$ cat src/rtl/pipe_lzc_pkg.sv
// Shared sizing helpers for the leading-zero-count / normalize datapath.
// pipe_lzc_core and pipe_norm_shift both derive their port widths from here.
package pipe_lzc_pkg;

  // Width needed to hold a count in 0..size inclusive.
  function automatic int lzc_out_size(input int size);
    return $clog2(size + 1);
  endfunction

  function automatic int norm_nstage(input int size, input int bps);
    return ($clog2(size) + bps - 1) / bps;
  endfunction

  function automatic int norm_latency(input int size, input int bps);
    return norm_nstage(size, bps) + 1;
  endfunction

endpackage

$ cat src/rtl/norm_shift_stage.sv
// One registered shift stage of the normalizer: resolves one BPS-bit digit of
// the count (stage STAGE_IDX covers count bits [STAGE_IDX*BPS-1 : (STAGE_IDX-1)*BPS]).
module norm_shift_stage
  import pipe_lzc_pkg::*;
#(
  parameter int SIZE      = 64,
  parameter int BPS       = 2,
  parameter int STAGE_IDX = 1
) (
  input  logic                            clk,
  input  logic                            rst,
  input  logic                            ce,
  input  logic                            in_valid,
  input  logic [SIZE-1:0]                 din,
  input  logic [lzc_out_size(SIZE)-1:0]   cnt,
  input  logic                            zero,
  output logic                            out_valid,
  output logic [SIZE-1:0]                 dout,
  output logic [lzc_out_size(SIZE)-1:0]   out_cnt,
  output logic                            out_zero
);

  localparam int SHIFT_W = $clog2(SIZE);
  localparam int LO      = (STAGE_IDX - 1) * BPS;
  // The last stage may only own a partial digit when SHIFT_W is not a multiple of BPS.
  localparam int HI      = ((STAGE_IDX * BPS) < SHIFT_W ? (STAGE_IDX * BPS) : SHIFT_W) - 1;

  logic [SHIFT_W-1:0] amt;

  assign amt = SHIFT_W'(cnt[HI:LO]) << LO;

  always_ff @(posedge clk or posedge rst) begin
    if (rst) begin
      out_valid <= 1'b0;
      dout      <= '0;
      out_cnt   <= '0;
      out_zero  <= 1'b0;
    end else if (ce) begin
      out_valid <= in_valid;
      // Bubbles are still shifted so the datapath stays deterministic.
      dout      <= zero ? '0 : (din << amt);
      out_cnt   <= cnt;
      out_zero  <= zero;
    end
  end

endmodule

$ cat src/rtl/pipe_norm_shift.sv
// Pipelined normalizing left shifter: shifts din left by its leading-zero count
// so the MSB becomes 1, with the count delay-matched for exponent adjustment.
module pipe_norm_shift
  import pipe_lzc_pkg::*;
#(
  parameter int SIZE           = 64,
  parameter int CNT_SIZE       = lzc_out_size(SIZE),
  parameter int BITS_PER_STAGE = 2
) (
  input  logic                clk,
  input  logic                rst,
  input  logic                ce,
  input  logic                in_valid,
  input  logic [SIZE-1:0]     din,
  input  logic [CNT_SIZE-1:0] cnt,
  output logic                out_valid,
  output logic [SIZE-1:0]     dout,
  output logic [CNT_SIZE-1:0] out_cnt,
  output logic                out_zero,
  output logic                out_norm_err
);

  localparam int SHIFT_W = $clog2(SIZE);
  localparam int NSTAGE  = norm_nstage(SIZE, BITS_PER_STAGE);
  localparam logic [CNT_SIZE-1:0] SIZE_C = CNT_SIZE'(SIZE);

  logic                valid_p [NSTAGE+1];
  logic [SIZE-1:0]     data_p  [NSTAGE+1];
  logic [CNT_SIZE-1:0] cnt_p   [NSTAGE+1];
  logic                zero_p  [NSTAGE+1];

  // Stage 0: input register. Counts above SIZE are illegal and collapse to zero.
  always_ff @(posedge clk or posedge rst) begin
    if (rst) begin
      valid_p[0] <= 1'b0;
      data_p[0]  <= '0;
      cnt_p[0]   <= '0;
      zero_p[0]  <= 1'b0;
    end else if (ce) begin
      valid_p[0] <= in_valid;
      data_p[0]  <= din;
      cnt_p[0]   <= cnt;
      zero_p[0]  <= (cnt >= SIZE_C);
    end
  end

  for (genvar k = 0; k < NSTAGE; k++) begin : g_stage
    norm_shift_stage #(
      .SIZE      (SIZE),
      .BPS       (BITS_PER_STAGE),
      .STAGE_IDX (k + 1)
    ) u_stage (
      .clk       (clk),
      .rst       (rst),
      .ce        (ce),
      .in_valid  (valid_p[k]),
      .din       (data_p[k]),
      .cnt       (cnt_p[k]),
      .zero      (zero_p[k]),
      .out_valid (valid_p[k+1]),
      .dout      (data_p[k+1]),
      .out_cnt   (cnt_p[k+1]),
      .out_zero  (zero_p[k+1])
    );
  end

  assign out_valid = valid_p[NSTAGE];
  assign dout      = data_p[NSTAGE];
  assign out_cnt   = cnt_p[NSTAGE];
  assign out_zero  = zero_p[NSTAGE];

  // Qualified by out_valid so reset and bubbles never flag a bad count.
  assign out_norm_err = out_valid & ~out_zero & ~dout[SIZE-1];

endmodule

$ cat config.mk
export PLATFORM = sky130hd
export DESIGN_NAME = pipe_norm_shift
export DESIGN_NICKNAME = d
export VERILOG_FILES = /design/src/rtl/pipe_lzc_pkg.sv /design/src/rtl/norm_shift_stage.sv /design/src/rtl/pipe_norm_shift.sv
export SDC_FILE = /design/constraint.sdc
export NUM_CORES = 1
export LEC_CHECK = 0
export ABC_AREA = 1
export BUFFER_PORTS_ARGS = -buffer_cell sky130_fd_sc_hd__buf_2
export CELL_PAD_IN_SITES_DETAIL_PLACEMENT = 1
export CELL_PAD_IN_SITES_GLOBAL_PLACEMENT = 1
export CORE_MARGIN = 2
export CORE_UTILIZATION = 46
export DETAILED_ROUTE_END_ITERATION = 7
export PLACE_DENSITY = 0.95
export SYNTH_ARGS = -nofsm -noshare
export SYNTH_HDL_FRONTEND = slang
export SYNTH_HIERARCHICAL = 1
export SYNTH_SLANG_ARGS = --single-unit
$ cat constraint.sdc
create_clock -name clk -period 5.7 [get_ports clk]
set_clock_uncertainty 0.05 [all_clocks]
set_input_delay 1.14 -clock clk [delete_from_list [all_inputs] [get_ports clk]]
set_output_delay 1.14 -clock clk [all_outputs]
set_load 0.02 [all_outputs]
---- Word level (Yosys, flattened, before mapping) ----
Index checks and enable logic that the tools add are counted.
W data, S select, Z words.
cells by class
  muxes and demuxes ....................... 3
  bitwise gates (word level) .............. 4
  shift-type cells ........................ 3
  magnitude comparators ................... 1
operators by type and width
  kind                  count
  $mux W64              3
  $shl A64 B2 Y64       1
  $shl A64 B4 Y64       1
  $shl A64 B6 Y64       1
  $ge A7 B7 Y1 const B  1
  $and A1 B1 Y1         2
  $not A1 Y1            2
storage, ports and cells
  output and inout port bits .............. 74
  bits in registers ....................... 292
  input bits .............................. 75

---- Depth between registers and ports, before layout ----
Gate-level depths: netlist of the first run.
  word-level depth ........................ 3
  depth in mapped cells ................... 7
  gate-level depth less buffers ........... 5

---- Modules after synthesis ----
Netlist of the first run, hierarchy kept.
by module, submodules not included
  module                                 cells an instance  area an instance (um2)  seq. area each (um2)  instances
  norm_shift_stage (g_stage[0].u_stage)  583                3,887.5                 1,826.8               1
  norm_shift_stage (g_stage[1].u_stage)  574                3,865.0                 1,826.8               1
  norm_shift_stage (g_stage[2].u_stage)  534                3,779.9                 1,826.8               1
  pipe_norm_shift                        311                2,796.4                 1,826.8               1

---- Worst setup path before layout of the first run ----
No wires, ideal clock.
  path type ............................... register to output
  start ................................... reg, netlist name g_stage[2].u_stage/out_zero
  end ..................................... out out_norm_err
  arrival ................................. 0.847 ns
  stages on the path, launching flop included .. 4
  path buffers ............................ 0
  path slack .............................. 3.663 ns
  path through ............................ dfrtp_1 inv_1 nand2_1 nor2_1
on the way
  longest elaborated chain between the ends .. 3
RTL lines
  item                         line                   text
  $not A1 Y1                   pipe_norm_shift.sv:73  assign out_norm_err = out_valid & ~out_zero & ~dout[SIZE-1];
  $and A1 B1 Y1 (2 in series)  pipe_norm_shift.sv:73
  to (decl)                    pipe_norm_shift.sv:20  output logic out_norm_err
Every way passes these cells.

==> flow_summary.yaml, run 1 <==
job:
  maxCapViolations: 0
synth:
  syn_inst: 2002
  post_synth.cell_area_avg_um2: 7.16
  synth_nets: 2077
  synth_cell_types: 21
  ys_seq_elements: 292
  syn-cell-area_um2: 14300
  yosys_warnings: 6
  ys_seq_area_share_pct: 51.0
critical_path:
  worstPathCellList: "buf_4 > clkinv_1 > buf_4 > nand2_1 > nand3_1"
  endpoint_kind: "flip-flop"
  arrival_ns: 3.36
  cp_common_cell: "buf_4"
  critPathRequiredTime_ns: 6.04
  crit_fanout: 100
  cp_slowest_cell: "buf_4"
  path_class: "in -> reg"
  cp-start-kind: "input port"
  max_stage_delay_ns: 0.71
detailed_routing:
  drt-wirelength-per-cell_um: 17.9
  ant_nets: 0
  first_pass_iters: 5
  drt_wl_total_mm: 45.0
  vias_per_cell: 5.36
  dr.first_iter.drc_count: 1011
  vias: 13400
  remaining_drc_errors: 0
clock_network:
  numCtsBuffers: 34
  path_clk_slew_ns: 0.06
  post_cts_resized: 0
  htreeDepth: 2
  clock_path_buffers: 3
  ctsHoldBuffers: 0
  root_buffer: "clkbuf_16"
  post_cts_buffers: 0
  cts_tree: "built"
  cts_sinks: 292
  insertion_delay_ns: 0.53
sta:
  tns_ns: 0
  worst_slew_margin_rel_pct: 30.0
  worst_slew_pin_slew_ns: 1.05
  hold_viol: 0
  post-route-period-util_pct: 53.1
  rsz0062_at_grt: "false"
  finalMaxSlewViolations: 0
  fin_crit_ns: 3.03
  setup_viol: 0
  clock.fmax_mhz: 330
cells_and_area:
  fin_nets: 2163
  antenna_cells: 0
  final_cell_mix: "1364 x nand2_1, 290 x dfrtp_1, 147 x buf_2"
  stdcell_count: 2507
  syn2layout_area_growth_pct: 12.2
  mostFrequentLayoutCell: "nand2_1"
  drive_gt1_share_pct: 11.5
pwr:
  total_leakage_power_nw: 9.13
  peakVddDrop_v: 0.000169
  power_mw: 5.55
  p_per_area_nw_per_um2: 345
floorplan:
  io_pins: 149
  num_rows: 64
  die_area_um2: 32600
  placeableCoreArea_um2: 30700
  fp.dieH_um: 180
  die_w_um: 180
  start_util_pct: 46.7
global_route:
  grt_max_degree: 101
  grt_pass1_wl_mm: 73.7
  antenna_found_initial: 1
  overflow: 0
  grt_pass1_vias: 13800
  grt_usage_pct: 27.8
placed_design:
  routabilityCongestion: 0.871
  portBuffers: 148
  placedCellCount: 2448
  dp_hpwl_mm: 29.6
worst_hold_path:
  hold_class: "reg -> reg"
run_status:
  status: "finished, final reports clean"
-- power breakdown --
| part | switching [mW] | total, mW | internal, mW |
|---|---|---|---|
| clock | 0.872 | 2.18 | 1.31 |
| sequential | 0.221 | 2.51 | 2.29 |
| combinational | 0.618 | 0.862 | 0.244 |
-- area by class of cell --
class | count | area [um2]
fill | 3963 | 14600
tap | 396 | 495
sequential | 292 | 7310
clock buffer | 49 | 958
inverter | 39 | 151
timing repair buffer | 163 | 856
clock inverter | 10 | 134
multi-input combinational | 1558 | 6170
-- critical path: cells and delay by family --
family,cells,cell delay (ns)
buffers and inverters,3,1.87
AND/OR/NAND/NOR,2,0.29
-- kinds of logic after synthesis --
| group | synth area share (%) |
|---|---|
| simple gates | 42.7 |
| flops | 51.0 |
| buf+inv | 5.95 |
| compound gates | 0.367 |
-- flip-flops by register name, summed over array words and instances, names as in the netlist --
name                       count
g_stage.u_stage/dout         192
data_p                        64
g_stage.u_stage/out_cnt       21
cnt_p                          7
g_stage.u_stage/out_valid      3
g_stage.u_stage/out_zero       3
valid_p                        1
zero_p                         1
-- cell usage after synthesis, drive strengths merged --
| library cell | n | area (um2) |
|---|---|---|
| clkbuf | 17 | 67.6 |
| nand3 | 150 | 781 |
| nor2 | 28 | 163 |
| o21ai | 6 | 30.0 |
| buf | 96 | 633 |
| o21a | 3 | 22.5 |
| clkinv | 1 | 3.75 |
| inv | 38 | 148 |
| nand2 | 1371 | 5170 |
| dfrtp | 292 | 7310 |
-- final timing paths --
path / start / to / slack [ns] / cells past startpoint
setup / recovery: ce / g_stage[0].u_stage/dout[30] / 2.67 / 5
hold / removal: cnt_p[24] / cnt_p[24] / 0.42 / 2
setup reg to reg: cnt_p[21] / g_stage[0].u_stage/dout[37] / 3.15 / 5
hold reg to reg: cnt_p[24] / cnt_p[24] / 0.42 / 2
max in group asynchronous: rst / g_stage[1].u_stage/dout[62] / 3.78 / 3
min in group asynchronous: rst / zero_p[3] / 0.47 / 2
-- routing by layer --
| metal | vias to the layer above | wire length [um] | global-route usage [%] |
|---|---|---|---|
| met1 | 6589 | 19700 | 38.1 |
| li1 | 6260 | - | - |
| met2 | 454 | 20800 | 44.3 |
| met3 | 123 | 2410 | 3.56 |
| met4 | 2 | 2020 | 12.4 |
| met5 | - | 13 | 0 |
-- stage by stage --
| stage | hold WS (ns) | utilization, % | instance area, um2 | worst slack [ns] |
|---|---|---|---|---|
| after floorplan | 0.392 | - | 14300 | 2.66 |
| after global placement | 0.402 | 48.8 | 15000 | 2.36 |
| after detailed placement | 0.410 | 48.8 | 15000 | 2.15 |
| after CTS | 0.424 | 52.4 | 16100 | 2.70 |
| after global routing | 0.453 | 52.4 | 16100 | 2.41 |
| final | 0.419 | 52.4 | 16100 | 2.67 |
Note: power is estimated with default switching activity, not from simulation.
==> inputs of run 2 (changes only) <==
ABC_AREA = 0   (was 1)
CORE_UTILIZATION = 49   (was 46)
PLACE_DENSITY = 0.91   (was 0.95)
clock period = 3.15 ns   (was 5.7 ns; I/O delays follow)
==> run 2 against run 1 <==
Against the previous run:
- design area shrank 2.5%
- sequential share of layout area grew 1.2 points
- setup slack lost 1.7 ns
- register-to-register slack lost 2.2 ns
- sequential power grew 94%
==> flow_summary.yaml, run 2 <==
detailed_routing:
  drt-wirelength-per-cell_um: 25.7
  ant_nets: 0
  drt_wl_total_mm: 39.6
  remaining_drc_errors: 0
  dr.first_iter.drc_count: 1039
  first_pass_iters: 5
  vias: 9614
  vias_per_cell: 6.23
critical_path:
  r2r-start: "g_stage[1].u_stage/out_cnt[4]"
  cp-startpoint: "g_stage[1].u_stage/out_cnt[4]"
  cp-start-kind: "flip-flop"
  crit_fanout: 37
  path_class: "reg -> reg"
  critPathRequiredTime_ns: 3.50
  r2r_cells: 3
  arrival_ns: 2.54
  endpoint_kind: "flip-flop"
floorplan:
  die_w_um: 172
  start_util_pct: 49.8
  num_rows: 61
  die_area_um2: 29700
  fp.dieH_um: 172
  placeableCoreArea_um2: 27900
  io_pins: 149
synth:
  synth_common_cells: "292 x dfrtp_1, 171 x mux2i_1, 129 x o221ai_1"
  ys_seq_elements: 292
  syn-cell-area_um2: 13900
  synthTopCellsByArea: "dfrtp_1 53%, mux2i_1 12%, o221ai_1 8.1%"
  synth-edff-count: 0
  yosysMostFrequentCell: "dfrtp_1"
  yosys_warnings: 6
  synth_top_area_share_pct: 52.7
  post_synth.cell_area_avg_um2: 13.6
  synthFlopType: "dfrtp_1"
  yosys.area.top_type: "dfrtp_1"
  synth_cell_types: 34
  ys_seq_area_share_pct: 52.7
  syn_inst: 1022
  synth_nets: 1097
  async_flop_share_pct: 100
clock_network:
  numCtsBuffers: 31
  cts_sinks: 292
  htreeDepth: 1
  insertion_delay_ns: 0.57
  post_cts_buffers: 0
  post_cts_resized: 0
  path_clk_slew_ns: 0.06
  root_buffer: "clkbuf_16"
  clock_path_buffers: 3
  cts_tree: "built"
  ctsHoldBuffers: 0
cells_and_area:
  regMostFlops: "g_stage.u_stage/dout"
  mostFrequentLayoutCell: "dfrtp_1"
  stdcell_count: 1542
  drive_gt1_share_pct: 29.0
  final_cell_area_um2: 15700
  antenna_cells: 0
  top_regs: "g_stage.u_stage/dout x192, data_p x64, g_stage.u_stage/out_cnt x21"
  final_cell_mix: "289 x dfrtp_1, 171 x mux2i_1, 147 x buf_2"
  fin_nets: 1216
  largest_reg_flops: 192
  syn2layout_area_growth_pct: 13.0
sta:
  finalMaxSlewViolations: 0
  tns_ns: 0
  fin_crit_ns: 2.19
  rsz0062_at_grt: "false"
  setup_viol: 0
  layout_setup_ws_ns: 0.963
  post-route-period-util_pct: 69.4
  clock.fmax_mhz: 457
  worst_slew_pin_slew_ns: 1.04
  hold_viol: 0
  worst_slew_margin_rel_pct: 31.0
  hold_ws_ns: 0.0904
global_route:
  grt_usage_pct: 26.9
  overflow: 0
  grt_max_degree: 80
  antenna_found_initial: 0
  grt_pass1_vias: 9897
  grt_pass1_wl_mm: 61.2
pwr:
  peakVddDrop_v: 0.000447
  p_per_area_nw_per_um2: 671
  total_leakage_power_nw: 7.44
placed_design:
  dp_hpwl_mm: 27.1
  placedCellCount: 1486
  pre_cts_slack_ns: 0.741
  place_area_um2: 14600
  routabilityCongestion: 0.854
  portBuffers: 148
worst_hold_path:
  hold_class: "in -> async"
job:
  maxCapViolations: 0
run_status:
  status: "finished, final reports clean"
## run 2: cell types whose count changed in the layout (fill, tap and decap cells not counted), sizes merged, moves of 11 or more
cell / previous run / this run
a221o: 0 / 19
a22o: 0 / 20
inv: 38 / 12
mux2: 0 / 104
mux2i: 0 / 171
nand2: 1371 / 19
nand2b: 0 / 114
nand3: 150 / 1
nor2: 28 / 17
o221ai: 0 / 129
o2bb2ai: 0 / 20
## run 2: area by class of cell
type	count	area, um2
Multi-Input combinational cell	636	5860
Timing Repair Buffer	169	957
Fill cell	2767	12200
Inverter	11	41.3
Sequential cell	292	7320
Clock buffer	45	908
Tap cell	378	473
Clock inverter	11	115
## run 2: final timing paths
kind / to / slack (ns)
max in group asynchronous: g_stage[0].u_stage/dout[31] / 2.02
setup / recovery: g_stage[2].u_stage/dout[48] / 0.96
setup reg to reg: g_stage[2].u_stage/dout[48] / 0.96
hold / removal: g_stage[2].u_stage/dout[39] / 0.09
min in group clk: data_p[201] / 0.23
hold reg to reg: g_stage[2].u_stage/dout[16] / 0.43
## run 2: kinds of logic (layout without fill, tap and decap cells)
logic type      after synthesis  count (layout)  synth area share (%)
compound gates              195             195                  12.3
buf+inv                      94             236                  5.02
flops                       292             292                  52.7
mux                         275             275                  22.7
simple gates                166             166                  7.24
## run 2: worst max-delay path, stage by stage (launching register included)
cell and delay (ns):
dfrtp_2 1.04, buf_4 0.32, mux2i_1 0.42, o221ai_1 0.17
## run 2: where the power goes
part,switching [mW],internal [mW],leakage [nW]
registers,0.622,4.25,3.76
clock network,1.51,2.15,0.507
logic,1.12,0.861,3.18
total,3.25,7.27,7.44
## run 2: stage by stage
| step | util, % | total power [mW] |
|---|---|---|
| floorplan | - | 6.12 |
| global placement | 52.6 | 6.67 |
| detailed placement | 52.6 | 6.83 |
| CTS | 56.3 | 10.5 |
| global route | 56.3 | 10.9 |
| finish | 56.3 | 10.5 |
## run 2: layer usage
| layer | vias to the layer above | track usage, % | share of wire [%] | wire, um |
|---|---|---|---|---|
| li1 | 4125 | - | - | - |
| met1 | 5017 | 38.9 | 45 | 17700 |
| met2 | 412 | 43.3 | 47 | 18600 |
| met3 | 60 | 3.39 | 6.2 | 2450 |
| met4 | 0 | 7.01 | 2.2 | 868 |
| met5 | - | 0 | 0 | 0 |
